`config.mk`:
```
export PLATFORM = sky130hd
export DESIGN_NAME = lut_loader_flat
export DESIGN_NICKNAME = d
export VERILOG_FILES = /design/src/rtl/lut_pkg.sv /design/src/rtl/lut_loader_if.sv /design/src/rtl/lut_ptr.sv /design/src/rtl/lut_loader.sv /design/src/flat_wrapper.sv
export SDC_FILE = /design/constraint.sdc
export NUM_CORES = 1
export LEC_CHECK = 0
export CORE_MARGIN = 1.5
export CORE_UTILIZATION = 39
export CTS_BUF_LIST = sky130_fd_sc_hd__clkbuf_8 sky130_fd_sc_hd__clkbuf_16
export CTS_CLUSTER_SIZE = 30
export DETAILED_ROUTE_END_ITERATION = 12
export GPL_TIMING_DRIVEN = 0
export PLACE_DENSITY = 0.77
export REMOVE_ABC_BUFFERS = 1
export SETUP_SLACK_MARGIN = 0.05
export SLEW_MARGIN = 20
export SYNTH_ARGS = -nofsm -noshare
export SYNTH_HDL_FRONTEND = slang
export SYNTH_SLANG_ARGS = --single-unit
```
`constraint.sdc`:
```
create_clock -name clk -period 1.8 [get_ports clk]
set_input_delay 0.54 -clock clk [delete_from_list [all_inputs] [get_ports clk]]
set_output_delay 0.54 -clock clk [all_outputs]
set_load 0.005 [all_outputs]
```
`src/rtl/lut_pkg.sv`:
```
// Shared constants and state encoding for the branch-target LUT loader.
package lut_pkg;

  localparam int LUT_W    = 10;
  localparam int LUT_A    = 4;
  localparam int LUT_LO_W = 8;
  localparam int LUT_HI_W = 2;

  typedef logic [1:0] state_t;

  localparam state_t ST_IDLE  = 2'd0;
  localparam state_t ST_CLEAR = 2'd1;
  localparam state_t ST_WR_LO = 2'd2;
  localparam state_t ST_WR_HI = 2'd3;

endpackage

```
`src/rtl/lut_loader_if.sv`:
```
// Load, CPU lookup and LUT drive signals of the LUT loader.
// Load_Count is present only when LUT_LOAD_COUNT_EN is defined.
interface lut_loader_if #(
  parameter int A = 4,
  parameter int W = 10
);
  logic         Ld_Valid;
  logic         Ld_Ready;
  logic [A-1:0] Ld_Addr;
  logic [W-1:0] Ld_Data;
  logic         Ld_Auto;
  logic         Ptr_Load;
  logic         Clear_Req;
  logic [A-1:0] Cpu_Addr;
  logic         Cpu_Lookup;
  logic         Cpu_Stall;
  logic [A-1:0] Lut_Addr;
  logic         Lut_Wr_En;
  logic         Lut_Load_Hi;
  logic [7:0]   Lut_Acc;
  logic         Lut_Reset;
  logic         Busy;
`ifdef LUT_LOAD_COUNT_EN
  logic [7:0]   Load_Count;
`endif

  modport master (
    output Ld_Valid, Ld_Addr, Ld_Data, Ld_Auto, Ptr_Load, Clear_Req,
           Cpu_Addr, Cpu_Lookup,
`ifdef LUT_LOAD_COUNT_EN
    input  Load_Count,
`endif
    input  Ld_Ready, Cpu_Stall, Lut_Addr, Lut_Wr_En, Lut_Load_Hi,
           Lut_Acc, Lut_Reset, Busy
  );

  modport slave (
    input  Ld_Valid, Ld_Addr, Ld_Data, Ld_Auto, Ptr_Load, Clear_Req,
           Cpu_Addr, Cpu_Lookup,
`ifdef LUT_LOAD_COUNT_EN
    output Load_Count,
`endif
    output Ld_Ready, Cpu_Stall, Lut_Addr, Lut_Wr_En, Lut_Load_Hi,
           Lut_Acc, Lut_Reset, Busy
  );

endinterface

```
`src/rtl/lut_ptr.sv`:
```
// Auto-increment LUT address pointer: clear, load, increment with natural wrap.
module lut_ptr
  import lut_pkg::*;
#(
  parameter int A = LUT_A
) (
  input  logic         clk,
  input  logic         rst_n,
  input  logic         clr,
  input  logic         load,
  input  logic         inc,
  input  logic [A-1:0] load_val,
  output logic [A-1:0] ptr
);

  logic [A-1:0] ptr_q, ptr_d;

  // Clear beats load beats increment; increment wraps 2**A-1 -> 0 by overflow.
  always_comb begin
    ptr_d = ptr_q;
    if (clr)       ptr_d = '0;
    else if (load) ptr_d = load_val;
    else if (inc)  ptr_d = ptr_q + 1'b1;
  end

  // Pointer register.
  always_ff @(posedge clk or negedge rst_n) begin
    if (!rst_n) ptr_q <= '0;
    else        ptr_q <= ptr_d;
  end

  assign ptr = ptr_q;

endmodule

```
`src/rtl/lut_loader.sv`:
```
// Branch-target LUT loader: splits 10-bit entries into low/high LUT writes,
// arbitrates the LUT address between loader and CPU, and issues clear pulses.
// Optional write counter enabled by LUT_LOAD_COUNT_EN.
//
//   state    | meaning
//   ---------+-------------------------------------------------------
//   IDLE     | CPU owns Lut_Addr; accepts clear, entry or pointer load
//   CLEAR    | one-cycle Lut_Reset pulse; pointer returns to 0
//   WR_LO    | write low byte of captured entry
//   WR_HI    | write high 2 bits; may accept the next entry
module lut_loader
  import lut_pkg::*;
#(
  parameter int W = LUT_W,
  parameter int A = LUT_A
) (
  input  logic  clk,
  input  logic  Reset_n,
  lut_loader_if.slave bus
);

  state_t       state_q, state_d;
  logic [A-1:0] addr_q, addr_d;
  logic [W-1:0] data_q, data_d;
  logic [A-1:0] ptr;
  logic         ptr_load, ptr_inc, ptr_clr;
  logic         ld_ready;

  // A pending clear blocks acceptance in IDLE so it cannot race an entry.
  assign ld_ready = ((state_q == ST_IDLE) && !bus.Clear_Req) || (state_q == ST_WR_HI);

  // Next-state, entry capture and pointer control.
  always_comb begin
    state_d  = state_q;
    addr_d   = addr_q;
    data_d   = data_q;
    ptr_load = 1'b0;
    ptr_inc  = 1'b0;
    ptr_clr  = (state_q == ST_CLEAR);
    case (state_q)
      ST_IDLE: begin
        if (bus.Clear_Req) begin
          state_d = ST_CLEAR;
        end else if (bus.Ld_Valid) begin
          state_d = ST_WR_LO;
          addr_d  = bus.Ld_Auto ? ptr : bus.Ld_Addr;
          data_d  = bus.Ld_Data;
          ptr_inc = bus.Ld_Auto;
        end else if (bus.Ptr_Load) begin
          ptr_load = 1'b1;
        end
      end
      ST_CLEAR: state_d = ST_IDLE;
      ST_WR_LO: state_d = ST_WR_HI;
      ST_WR_HI: begin
        if (bus.Ld_Valid) begin
          state_d = ST_WR_LO;
          addr_d  = bus.Ld_Auto ? ptr : bus.Ld_Addr;
          data_d  = bus.Ld_Data;
          ptr_inc = bus.Ld_Auto;
        end else begin
          state_d = ST_IDLE;
        end
      end
      default: state_d = ST_IDLE;
    endcase
  end

  // State and captured entry registers.
  always_ff @(posedge clk or negedge Reset_n) begin
    if (!Reset_n) begin
      state_q <= ST_IDLE;
      addr_q  <= '0;
      data_q  <= '0;
    end else begin
      state_q <= state_d;
      addr_q  <= addr_d;
      data_q  <= data_d;
    end
  end

  lut_ptr #(.A(A)) u_ptr (
    .clk      (clk),
    .rst_n    (Reset_n),
    .clr      (ptr_clr),
    .load     (ptr_load),
    .inc      (ptr_inc),
    .load_val (bus.Ld_Addr),
    .ptr      (ptr)
  );

  // LUT drive: decoded from state only, CPU address whenever the loader is not writing.
  always_comb begin
    bus.Lut_Addr    = bus.Cpu_Addr;
    bus.Lut_Wr_En   = 1'b0;
    bus.Lut_Load_Hi = 1'b0;
    bus.Lut_Acc     = 8'h00;
    bus.Lut_Reset   = 1'b0;
    case (state_q)
      ST_CLEAR: bus.Lut_Reset = 1'b1;
      ST_WR_LO: begin
        bus.Lut_Addr  = addr_q;
        bus.Lut_Wr_En = 1'b1;
        bus.Lut_Acc   = data_q[LUT_LO_W-1:0];
      end
      ST_WR_HI: begin
        bus.Lut_Addr    = addr_q;
        bus.Lut_Wr_En   = 1'b1;
        bus.Lut_Load_Hi = 1'b1;
        bus.Lut_Acc     = {{(LUT_LO_W-LUT_HI_W){1'b0}}, data_q[W-1:LUT_LO_W]};
      end
      default: ;
    endcase
  end

  assign bus.Ld_Ready  = ld_ready;
  assign bus.Busy      = (state_q != ST_IDLE);
  assign bus.Cpu_Stall = bus.Cpu_Lookup && (state_q != ST_IDLE);

`ifdef LUT_LOAD_COUNT_EN
  logic [7:0] cnt_q, cnt_d;

  // Saturating count of completed entries (one per WR_HI cycle).
  always_comb begin
    cnt_d = cnt_q;
    if (state_q == ST_CLEAR)                           cnt_d = 8'h00;
    else if ((state_q == ST_WR_HI) && (cnt_q != 8'hFF)) cnt_d = cnt_q + 8'h01;
  end

  // Counter register.
  always_ff @(posedge clk or negedge Reset_n) begin
    if (!Reset_n) cnt_q <= 8'h00;
    else          cnt_q <= cnt_d;
  end

  assign bus.Load_Count = cnt_q;
`endif

endmodule

```
`src/flat_wrapper.sv`:
```
// flat-port wrapper written by rule: the top's interface ports become plain ports
module lut_loader_flat import lut_pkg::*;
#(
  parameter int W = LUT_W,
  parameter int A = LUT_A
)
  (clk, Reset_n, bus_Ld_Valid, bus_Ld_Addr, bus_Ld_Data, bus_Ld_Auto, bus_Ptr_Load, bus_Clear_Req, bus_Cpu_Addr, bus_Cpu_Lookup, bus_Ld_Ready, bus_Cpu_Stall, bus_Lut_Addr, bus_Lut_Wr_En, bus_Lut_Load_Hi, bus_Lut_Acc, bus_Lut_Reset, bus_Busy);
  lut_loader_if #(.A(A), .W(W)) bus_i ();
  input  logic clk;
  input  logic Reset_n;
  input wire logic [$bits(bus_i.Ld_Valid)-1:0] bus_Ld_Valid;
  input wire logic [$bits(bus_i.Ld_Addr)-1:0] bus_Ld_Addr;
  input wire logic [$bits(bus_i.Ld_Data)-1:0] bus_Ld_Data;
  input wire logic [$bits(bus_i.Ld_Auto)-1:0] bus_Ld_Auto;
  input wire logic [$bits(bus_i.Ptr_Load)-1:0] bus_Ptr_Load;
  input wire logic [$bits(bus_i.Clear_Req)-1:0] bus_Clear_Req;
  input wire logic [$bits(bus_i.Cpu_Addr)-1:0] bus_Cpu_Addr;
  input wire logic [$bits(bus_i.Cpu_Lookup)-1:0] bus_Cpu_Lookup;
  output wire logic [$bits(bus_i.Ld_Ready)-1:0] bus_Ld_Ready;
  output wire logic [$bits(bus_i.Cpu_Stall)-1:0] bus_Cpu_Stall;
  output wire logic [$bits(bus_i.Lut_Addr)-1:0] bus_Lut_Addr;
  output wire logic [$bits(bus_i.Lut_Wr_En)-1:0] bus_Lut_Wr_En;
  output wire logic [$bits(bus_i.Lut_Load_Hi)-1:0] bus_Lut_Load_Hi;
  output wire logic [$bits(bus_i.Lut_Acc)-1:0] bus_Lut_Acc;
  output wire logic [$bits(bus_i.Lut_Reset)-1:0] bus_Lut_Reset;
  output wire logic [$bits(bus_i.Busy)-1:0] bus_Busy;
  assign bus_i.Ld_Valid = bus_Ld_Valid;
  assign bus_i.Ld_Addr = bus_Ld_Addr;
  assign bus_i.Ld_Data = bus_Ld_Data;
  assign bus_i.Ld_Auto = bus_Ld_Auto;
  assign bus_i.Ptr_Load = bus_Ptr_Load;
  assign bus_i.Clear_Req = bus_Clear_Req;
  assign bus_i.Cpu_Addr = bus_Cpu_Addr;
  assign bus_i.Cpu_Lookup = bus_Cpu_Lookup;
  assign bus_Ld_Ready = bus_i.Ld_Ready;
  assign bus_Cpu_Stall = bus_i.Cpu_Stall;
  assign bus_Lut_Addr = bus_i.Lut_Addr;
  assign bus_Lut_Wr_En = bus_i.Lut_Wr_En;
  assign bus_Lut_Load_Hi = bus_i.Lut_Load_Hi;
  assign bus_Lut_Acc = bus_i.Lut_Acc;
  assign bus_Lut_Reset = bus_i.Lut_Reset;
  assign bus_Busy = bus_i.Busy;
  lut_loader #(.W(W), .A(A)) u_core (.clk(clk), .Reset_n(Reset_n), .bus(bus_i));
endmodule
```
==> results of run 1 <==
metal layers:
| layer | vias to the layer above | part of all wire | GRT usage |
|---|---|---|---|
| met4 | 0 | 0.044 | 0.0831 |
| met2 | 47 | 0.52 | 0.394 |
| met1 | 514 | 0.38 | 0.280 |
| met5 | - | 0 | 0 |
| met3 | 21 | 0.051 | 0.0346 |
| li1 | 476 | - | - |
sequential cells by signal (all words and copies together) (netlist names):
signal / count
u_core.data_q: 10
u_core.addr_q: 4
u_core.u_ptr.ptr: 4
u_core.state_q: 2
cell families (layout without fill, tap and decap cells):
logic type,after synthesis,in the layout,synth area share
buf+inv,9,78,0.0489
fa+ha+maj,5,5,0.0556
xor+xnor,3,3,0.0233
flops,20,20,0.444
mux,19,19,0.191
simple gates,22,22,0.117
compound gates,19,19,0.120
path summary, 6_finish.rpt:
path,endpoint,depth (start not counted)
worst max-delay path,bus_Lut_Addr[3],5
worst min-delay path,u_core.addr_q[3]$_DFFE_PN0P_,2
worst max register to register,u_core.data_q[6]$_DFFE_PN0P_,9
worst min register to register,u_core.addr_q[3]$_DFFE_PN0P_,2
max in group asynchronous,u_core.state_q[0]$_DFFE_PN0P_,1
min in group asynchronous,u_core.data_q[3]$_DFFE_PN0P_,1
timing repair:
action / CTS / global route
resized for setup: 121 / 30
pin swaps: 9 / 6
gates cloned: 1 / 0
endpoints found under the setup margin: 33 / 36
buffers inserted: 24 / 6
worst max-delay path, stage by stage (launching register included):
cell     delay, ns
dfrtp_2       0.46
ha_4          0.19
nor2_4        0.18
buf_6         0.13
mux2_4        0.29
buf_6         0.12
stage by stage:
stage	TNS (ns)	instance area, µm²	power (mW)	utilization	std cells
2_1_floorplan	-0.323	1090	1.34	-	92
3_3_place_gp	-10.15	1550	1.77	0.560	165
3_5_place_dp	-11.38	1550	1.82	0.560	165
4_1_cts	-4.66	1980	2.75	0.718	194
5_1_grt	-6.84	2040	3.07	0.740	197
6_report	-6.12	2040	2.94	0.740	197
final cells by class:
type | instances | area (µm²) | area share
sequential | 20 | 503 | 0.246
timing repair buffer | 70 | 696 | 0.341
multi-input combinational | 68 | 728 | 0.357
inverter | 4 | 20.0 | 0.00981
tap | 31 | 38.8 | 0.0190
clock buffer | 4 | 55.1 | 0.0270
placed cells by master (no fill, tap or decap), drive strengths merged, types with 2 or more instances in the layout:
cell / instances
buf: 43
clkdlybuf4s50: 22
dfrtp: 20
mux2: 14
o21ai: 9
and2: 6
clkbuf: 6
mux2i: 5
ha: 5
nor2: 5
nand2: 4
a211oi: 4
inv: 4
xor2: 3
a22o: 2
o211ai: 2
dlygate4sd2: 2
and2b: 2
power by group through the flow:
stage	combinational (mW)	sequential, mW	clock [mW]
after CTS	1.59	0.808	0.345
final	1.74	0.844	0.355
after detailed placement	1.03	0.793	0
after floorplan	0.588	0.752	0
after global placement	0.997	0.771	0
after global routing	1.84	0.862	0.368
==> impl_metrics.tcl, run 1 <==
set metrics [dict create \
    antennaDiodeCount 0 \
    num_vias 1058 \
    fp-row-count 19 \
    ys_seq_elements 20 \
    ctsLongestPathBuffers 2 \
    synth_cells 97 \
    initial_utilization 0.408 \
    drv_slew 0 \
    start_kind "register" \
    drive_above_1_share 0.566 \
    ir_worst_vdd_mv 1.19 \
    wirelength_um 3650 \
    required_ns 1.26 \
    worst_slack_ns -0.372 \
    first_pass_iters 4 \
    grt.total_usage 0.226 \
    finalWeightedCongestion 0.863 \
    core-area_um2 2760 \
    relSlewSlack 0.370 \
    clock-sinks 20 \
    period_share 1.21 \
    violations "setup timing" \
    ys_async_sr_fraction 1.00 \
    ys_top_cells_by_count "20 x dfrtp_1, 12 x mux2_2, 7 x o21ai_0, 6 x and2_1" \
    place_ws_ns -0.725 \
    fillers 185 \
    yosysMostFrequentCell "dfrtp_1" \
    r2r-start "u_core.state_q[1]$_DFFE_PN0P_" \
    dieHeight_um 56.7 \
    max-cap-violations 0 \
    min-delay-start "u_core.addr_q[3]$_DFFE_PN0P_" \
    crit_type "register to primary output" \
    swShare 0.337 \
    fin_hold_ws_ns 0.508 \
    synth_edf_count 0 \
    dr.first_iter.drc_count 22 \
    clk_pin_slew_worst_paths_ns 0.08 \
    hold_class "register to register" \
    r2r_slack_ns -0.26 \
    power_density_nw_per_um2 1440 \
    area_growth_pct 81.2 \
    dp_hpwl_um 1840 \
    hold_violations 0 \
    remaining_drc_errors 0 \
    antenna_found_initial 0 \
    postCtsHoldBufs 0 \
    io_buffer_count 42 \
    cts_tree "yes" \
    p_leak_nw 0.982 \
    design.die.area_um2 3220 \
    viasPerCell 5.37 \
    rsz0062_at_grt "true" \
    crit_arrival_ns 1.63 \
    yosysUniqueCellTypes 29 \
    yosys-top-cells-area "dfrtp_1 44%, mux2_2 12%, ha_1 5.6%" \
    power_frac_clock 0.121 \
    seqPwrFrac 0.287 \
    clock_skew_ns 0.00203 \
    grt_max_degree 21 \
    clk_latency_ns 0.26 \
    worst_slew_pin_slew_ns 0.942 \
    grt_pass1_vias 1092 \
    num_io_pins 43 \
    synth_top_area_frac 0.444 \
    final_nets 197 \
    max_freq_mhz 460 \
    synth_area_um2 1130 \
    end_kind "primary output" \
    power_frac_comb 0.593 \
    status "finished, violations left" \
    ys_warn_count 0 \
    yosys_most_used_dff "dfrtp_1" \
    cp-startpoint "u_core.state_q[1]$_DFFE_PN0P_" \
    die_w_um 56.7 \
    critPathMaxFanout 4 \
    p_int_mw 1.95 \
    setup-violations-final 35 \
    syn_avg_cell_area_um2 11.6 \
    grt_pass1_wl_um 5480 \
    cts_root_buf "clkbuf_8" \
    htreeDepth 1 \
    period_minus_slack_ns 2.17 \
    switchingPower_mw 0.992 \
    yosysSeqAreaShare 0.444 \
    grt-ovfl-total 0 \
    wl_per_cell_um 18.5 \
    ant_nets 0 \
    synth_area_leader_cell "dfrtp_1" \
    cts_made_buffers 3 \
]
(Power assumes the default switching activity.)
==> run 2, diff against run 1 <==
- CORE_UTILIZATION: 39 -> 45
- DONT_BUFFER_PORTS: unset -> 1
- PLACE_DENSITY: 0.77 -> unset
==> run 2 against run 1 <==
The run still ends with setup timing left. Combinational power decreased by 49%. Non-clock buffer count fell by 62. Clock power grew 25%. Cell area fell by 35%. Wire length shrank 43%. Global-route usage is 6.0 points lower. Largest cell class unchanged. Final cell count shrank 33%. Critical endpoint is now bus_Lut_Addr[1]. Fmax rose by 9.5%. Hold slack lost 0.083 ns. Power down 27%. Worst setup slack better by 0.19 ns.
==> impl_metrics.tcl, run 2 (synthesized netlist as in run 1, its figures left out) <==
set metrics [dict create \
    final_core_util 0.579 \
    final_nets 135 \
    num_io_pins 43 \
    period_share 1.10 \
    final_common_cell "dfrtp_1" \
    dp_hpwl_um 1480 \
    hold_violations 0 \
    layout_common_cells "18 x dfrtp_1, 8 x mux2_2, 7 x o21ai_0" \
    violations "setup timing" \
    remaining_drc_errors 0 \
    period_minus_slack_ns 1.98 \
    largest_register_ffs 10 \
    relSlewSlack 0.396 \
    io_buffer_count 0 \
    start_kind "register" \
    clk_pin_slew_worst_paths_ns 0.07 \
    antennaDiodeCount 0 \
    viasPerCell 5.49 \
    p_leak_nw 0.615 \
    reg2reg_depth 6 \
    core-area_um2 2300 \
    fillers 198 \
    design.die.area_um2 2810 \
    power_density_nw_per_um2 1600 \
    rsz0062_at_grt "true" \
    place_ws_ns -0.302 \
    placed_cell_area_um2 1120 \
    hold_class "input port to register" \
    die_w_um 53.0 \
    tns_ns -1.09 \
    max_freq_mhz 504 \
    finish.instance_area_um2 1330 \
    ctsLongestPathBuffers 2 \
    area_growth_pct 18.1 \
    cts_tree "yes" \
    clock-sinks 20 \
    ant_nets 0 \
    finalNonFillerCells 132 \
    report.power.total_mw 2.13 \
    cp-startpoint "u_core.state_q[1]$_DFFE_PN0P_" \
    grt.total_usage 0.165 \
    end_kind "primary output" \
    grt_pass1_vias 734 \
    wl_per_cell_um 15.9 \
    r2r_slack_ns 0.05 \
    htreeDepth 1 \
    setup-violations-final 14 \
    initial_utilization 0.490 \
    cts_root_buf "clkbuf_8" \
    antenna_found_initial 0 \
    max-cap-violations 0 \
    num_vias 725 \
    finalWeightedCongestion 0.777 \
    drv_slew 0 \
    dr.first_iter.drc_count 2 \
    whs_path_depth 1 \
    required_ns 1.26 \
    worst_slew_pin_slew_ns 0.903 \
    critPathMaxFanout 7 \
    fp-row-count 17 \
    ir_worst_vdd_mv 1.11 \
    crit_type "register to primary output" \
    grt-ovfl-total 0 \
    grt_pass1_wl_um 3310 \
    clk_latency_ns 0.26 \
    drive_above_1_share 0.375 \
    cts_made_buffers 3 \
    wirelength_um 2100 \
    min-delay-start "bus_Ld_Data[1]" \
    r2r-start "u_core.state_q[1]$_DFFE_PN0P_" \
    clock_skew_ns 0.00170 \
    grt_max_degree 21 \
    top_register "u_core.data_q" \
    worst_slack_ns -0.184 \
    crit_arrival_ns 1.44 \
    dp_cells 120 \
    first_pass_iters 4 \
    dieHeight_um 53.0 \
    fin_hold_ws_ns 0.426 \
    status "finished, violations left" \
]
run 2: changes by cell type in the layout (fill, tap and decap cells not counted), moves of 3 or more:
| cell | delta |
|---|---|
| and2_1 | +5 |
| and2_4 | -5 |
| buf_2 | -3 |
| buf_4 | -6 |
| buf_6 | -28 |
| clkdlybuf4s50_1 | -22 |
| mux2_2 | +8 |
| mux2_4 | -8 |
| nand2_1 | +4 |
| nand2_2 | -4 |
| o21ai_0 | +4 |
| o21ai_1 | -4 |
run 2: area by class of cell:
type                    instances  area (µm²)  area share
multi-input cells              68         628       0.472
clock inverters                 1        30.0      0.0226
clock buffers                   3        41.3      0.0310
inverters                       4        17.5      0.0132
flip-flops and latches         20         503       0.378
well taps                      28        35.0      0.0263
repair buffers                  8        75.1      0.0564
run 2: layer usage:
| layer | routed length [µm] | vias to the layer above | track usage |
|---|---|---|---|
| met2 | 985 | 30 | 0.271 |
| li1 | - | 353 | - |
| met4 | 8 | 0 | 0.0385 |
| met3 | 139 | 2 | 0.0593 |
| met1 | 962 | 340 | 0.207 |
| met5 | 0 | - | 0 |
run 2: critical path: stages, from the launching register on:
cell and delay, ns:
dfrtp_2 0.46, ha_4 0.22, nor2_4 0.18, mux2_4 0.33
run 2: report_power, final:
group          switching, mW  internal [mW]  total [mW]
Clock                  0.148          0.297       0.445
Combinational          0.385          0.498       0.883
Sequential             0.147          0.661       0.807
Total                  0.679           1.46        2.13
run 2: path summary, 6_finish.rpt:
path                                                 end
min in group asynchronous   u_core.addr_q[2]$_DFFE_PN0P_
min reg2reg                 u_core.addr_q[3]$_DFFE_PN0P_
min                         u_core.data_q[1]$_DFFE_PN0P_
max in group asynchronous  u_core.state_q[0]$_DFFE_PN0P_
max                                      bus_Lut_Addr[1]
max reg2reg                 u_core.data_q[9]$_DFFE_PN0P_
run 2: timing repair:
item / 4_1_cts / 5_1_grt
resized for setup: 15 / 4
endpoints found under the hold margin: 20 / 0
hold buffers: 1 / 0
pin swaps: 2 / 1
setup buffers: 6 / 1
endpoints found under the setup margin: 30 / 31
==> run 3, diff against run 2 <==
- CELL_PAD_IN_SITES_DETAIL_PLACEMENT: unset -> 1
- CELL_PAD_IN_SITES_GLOBAL_PLACEMENT: unset -> 2
- CORE_UTILIZATION: 45 -> 34
- PLACE_DENSITY_LB_ADDON: unset -> 0.1
==> run 3 against run 2 <==
The flow still finishes with violations (setup timing). Via count rose by 4.3%. Combinational power rose by 9.4%. Utilization fell by 14 points. First-iteration DRC count rose to 6.5 times the previous value. Clock power fell by 24%. Power fell by 1.4%. Register-to-register slack barely moved. Critical path depth rose by 1. Clock-buffer cell count rose by 1. Non-clock buffer count rose by 4. Worst setup slack got worse by 0.028 ns. Flip-flop and latch count did not move. Largest cell class unchanged. Largest power group unchanged. Highest routed layer unchanged.
==> impl_metrics.tcl, run 3 (synthesized netlist as in run 1, its figures left out) <==
set metrics [dict create \
    status "finished, violations left" \
    violations "setup timing" \
    antenna_found_initial 0 \
    worst_slew_pin_slew_ns 0.916 \
    hold_class "input port to register" \
    p_int_mw 1.41 \
    die_w_um 60.6 \
    worst_slack_ns -0.212 \
    dp_hpwl_um 1630 \
    required_ns 1.26 \
    whs_path_depth 1 \
    grt_pass1_wl_um 3790 \
    clock-sinks 20 \
    placed_cell_area_um2 1140 \
    viasPerCell 4.97 \
    period_minus_slack_ns 2.01 \
    ctsLongestPathBuffers 2 \
    rsz0062_at_grt "true" \
    path_buf_inv 1 \
    cts_made_buffers 3 \
    max-cap-violations 0 \
    area_growth_pct 22.2 \
    drive_above_1_share 0.426 \
    cts_tree "yes" \
    first_pass_iters 3 \
    crit_chain "inv_2 -> ha_4 -> nor2_4 -> mux2_4" \
    fin_hold_ws_ns 0.433 \
    ant_nets 0 \
    largest_register_ffs 10 \
    place_ws_ns -0.345 \
    hold-path-endpoint "u_core.data_q[2]$_DFFE_PN0P_" \
    htreeDepth 1 \
    clk_latency_ns 0.25 \
    swShare 0.329 \
    r2r-start "u_core.state_q[0]$_DFFE_PN0P_" \
    critPathMaxFanout 5 \
    grt_max_degree 21 \
    antennaDiodeCount 0 \
    power_frac_comb 0.459 \
    grt.total_usage 0.144 \
    final_nets 139 \
    period_share 1.12 \
    min-delay-start "bus_Ld_Data[2]" \
    cp_top_family "flip-flops" \
    fp-row-count 20 \
    dieHeight_um 60.6 \
    clock_skew_ns 0.00202 \
    setup-violations-final 14 \
    end_kind "primary output" \
    reg2reg_depth 6 \
    r2r_slack_ns 0.04 \
    grt-ovfl-total 0 \
    finish.instance_area_um2 1380 \
    ir_worst_vdd_mv 0.566 \
    design.die.area_um2 3670 \
    cts_root_buf "clkbuf_8" \
    layout_common_cells "19 x dfrtp_1, 8 x mux2_2, 7 x o21ai_0, 7 x buf_4" \
    seqPwrFrac 0.381 \
    io_buffer_count 0 \
    cp_slowest_stage_delay_ns 0.44 \
    power_density_nw_per_um2 1530 \
    max_freq_mhz 497 \
    finalWeightedCongestion 0.717 \
    dp_cells 136 \
    switchingPower_mw 0.692 \
    top_register "u_core.data_q" \
    crit_slowest_cell "dfrtp_1" \
    drv_slew 0 \
    finalNonFillerCells 152 \
    wirelength_um 2460 \
    wl_per_cell_um 16.2 \
    crit_type "register to primary output" \
    final_common_cell "dfrtp_1" \
    crit_arrival_ns 1.47 \
    core-area_um2 3100 \
    start_kind "register" \
    relSlewSlack 0.387 \
    grt_pass1_vias 789 \
    hold_violations 0 \
    remaining_drc_errors 0 \
    reg2reg_to "u_core.data_q[5]$_DFFE_PN0P_" \
    num_io_pins 43 \
    p_leak_nw 0.643 \
    dr.first_iter.drc_count 13 \
    power_frac_clock 0.160 \
    clk_pin_slew_worst_paths_ns 0.07 \
    initial_utilization 0.363 \
    num_vias 756 \
]
==> run 3: cell types whose count changed in the layout (fill, tap and decap cells not counted), sizes merged <==
cell,before,now
buf,7,11
bufinv,1,0
clkbuf,3,4
==> run 3: layer usage <==
layer / share of wire / GRT usage
met1: 0.43 / 0.185
met2: 0.50 / 0.236
met3: 0.053 / 0.0362
met4: 0.011 / 0.0559
met5: 0 / 0
==> run 3: final cells by class <==
class,count,area (µm²)
fill,354,1730
multi-input combinational,68,636
sequential,20,502
timing repair buffer,12,114
clock buffer,4,55.1
tap,44,55.1
inverter,4,15.0
==> run 3: power groups by stage <==
stage / combinational, mW / sequential, mW / clock, mW
after floorplan: 0.588 / 0.752 / 0
after detailed placement: 0.711 / 0.787 / 0
after global routing: 1.08 / 0.830 / 0.371
after CTS: 0.906 / 0.795 / 0.350
after global placement: 0.692 / 0.774 / 0
final: 0.966 / 0.802 / 0.337
==> run 3: timing repair <==
action                                 CTS  global route
buffers inserted                         8             3
resized for setup                       14             8
endpoints found under the hold margin   20             0
pin swaps                                3             1
hold buffers                             1             0
setup endpoints to repair               31            33
==> run 3: metrics by stage <==
step / power, mW / utilization / setup TNS [ns]
2_1_floorplan: 1.34 / - / -0.323
3_5_place_dp: 1.50 / 0.368 / -3.54
5_1_grt: 2.28 / 0.444 / -3.52
6_report: 2.11 / 0.444 / -2.06
3_3_place_gp: 1.47 / 0.368 / -2.97
4_1_cts: 2.05 / 0.429 / -1.68
==> run 3: how the worst max path moves through the flow <==
stage / startpoint / end / slack, ns / depth (start not counted)
after CTS: u_core.state_q[1]$_DFFE_PN0P_ / bus_Lut_Addr[1] / -0.22 / 3
final: u_core.state_q[0]$_DFFE_PN0P_ / bus_Lut_Addr[1] / -0.21 / 4
after global placement: u_core.state_q[0]$_DFFE_PN0P_ / bus_Lut_Addr[0] / -0.33 / 4
after floorplan: u_core.state_q[0]$_DFFE_PN0P_ / bus_Lut_Addr[0] / -0.08 / 4
after detailed placement: u_core.state_q[0]$_DFFE_PN0P_ / bus_Lut_Addr[0] / -0.35 / 4
after global routing: u_core.state_q[0]$_DFFE_PN0P_ / bus_Lut_Addr[2] / -0.27 / 4
==> run 3: worst reg2reg max path, cell delays in order, from the launching register on <==
cell     delay, ns
dfrtp_1       0.44
inv_2         0.12
ha_2          0.23
and2b_4       0.21
o21ai_4       0.16
buf_12        0.15
mux2_2        0.34
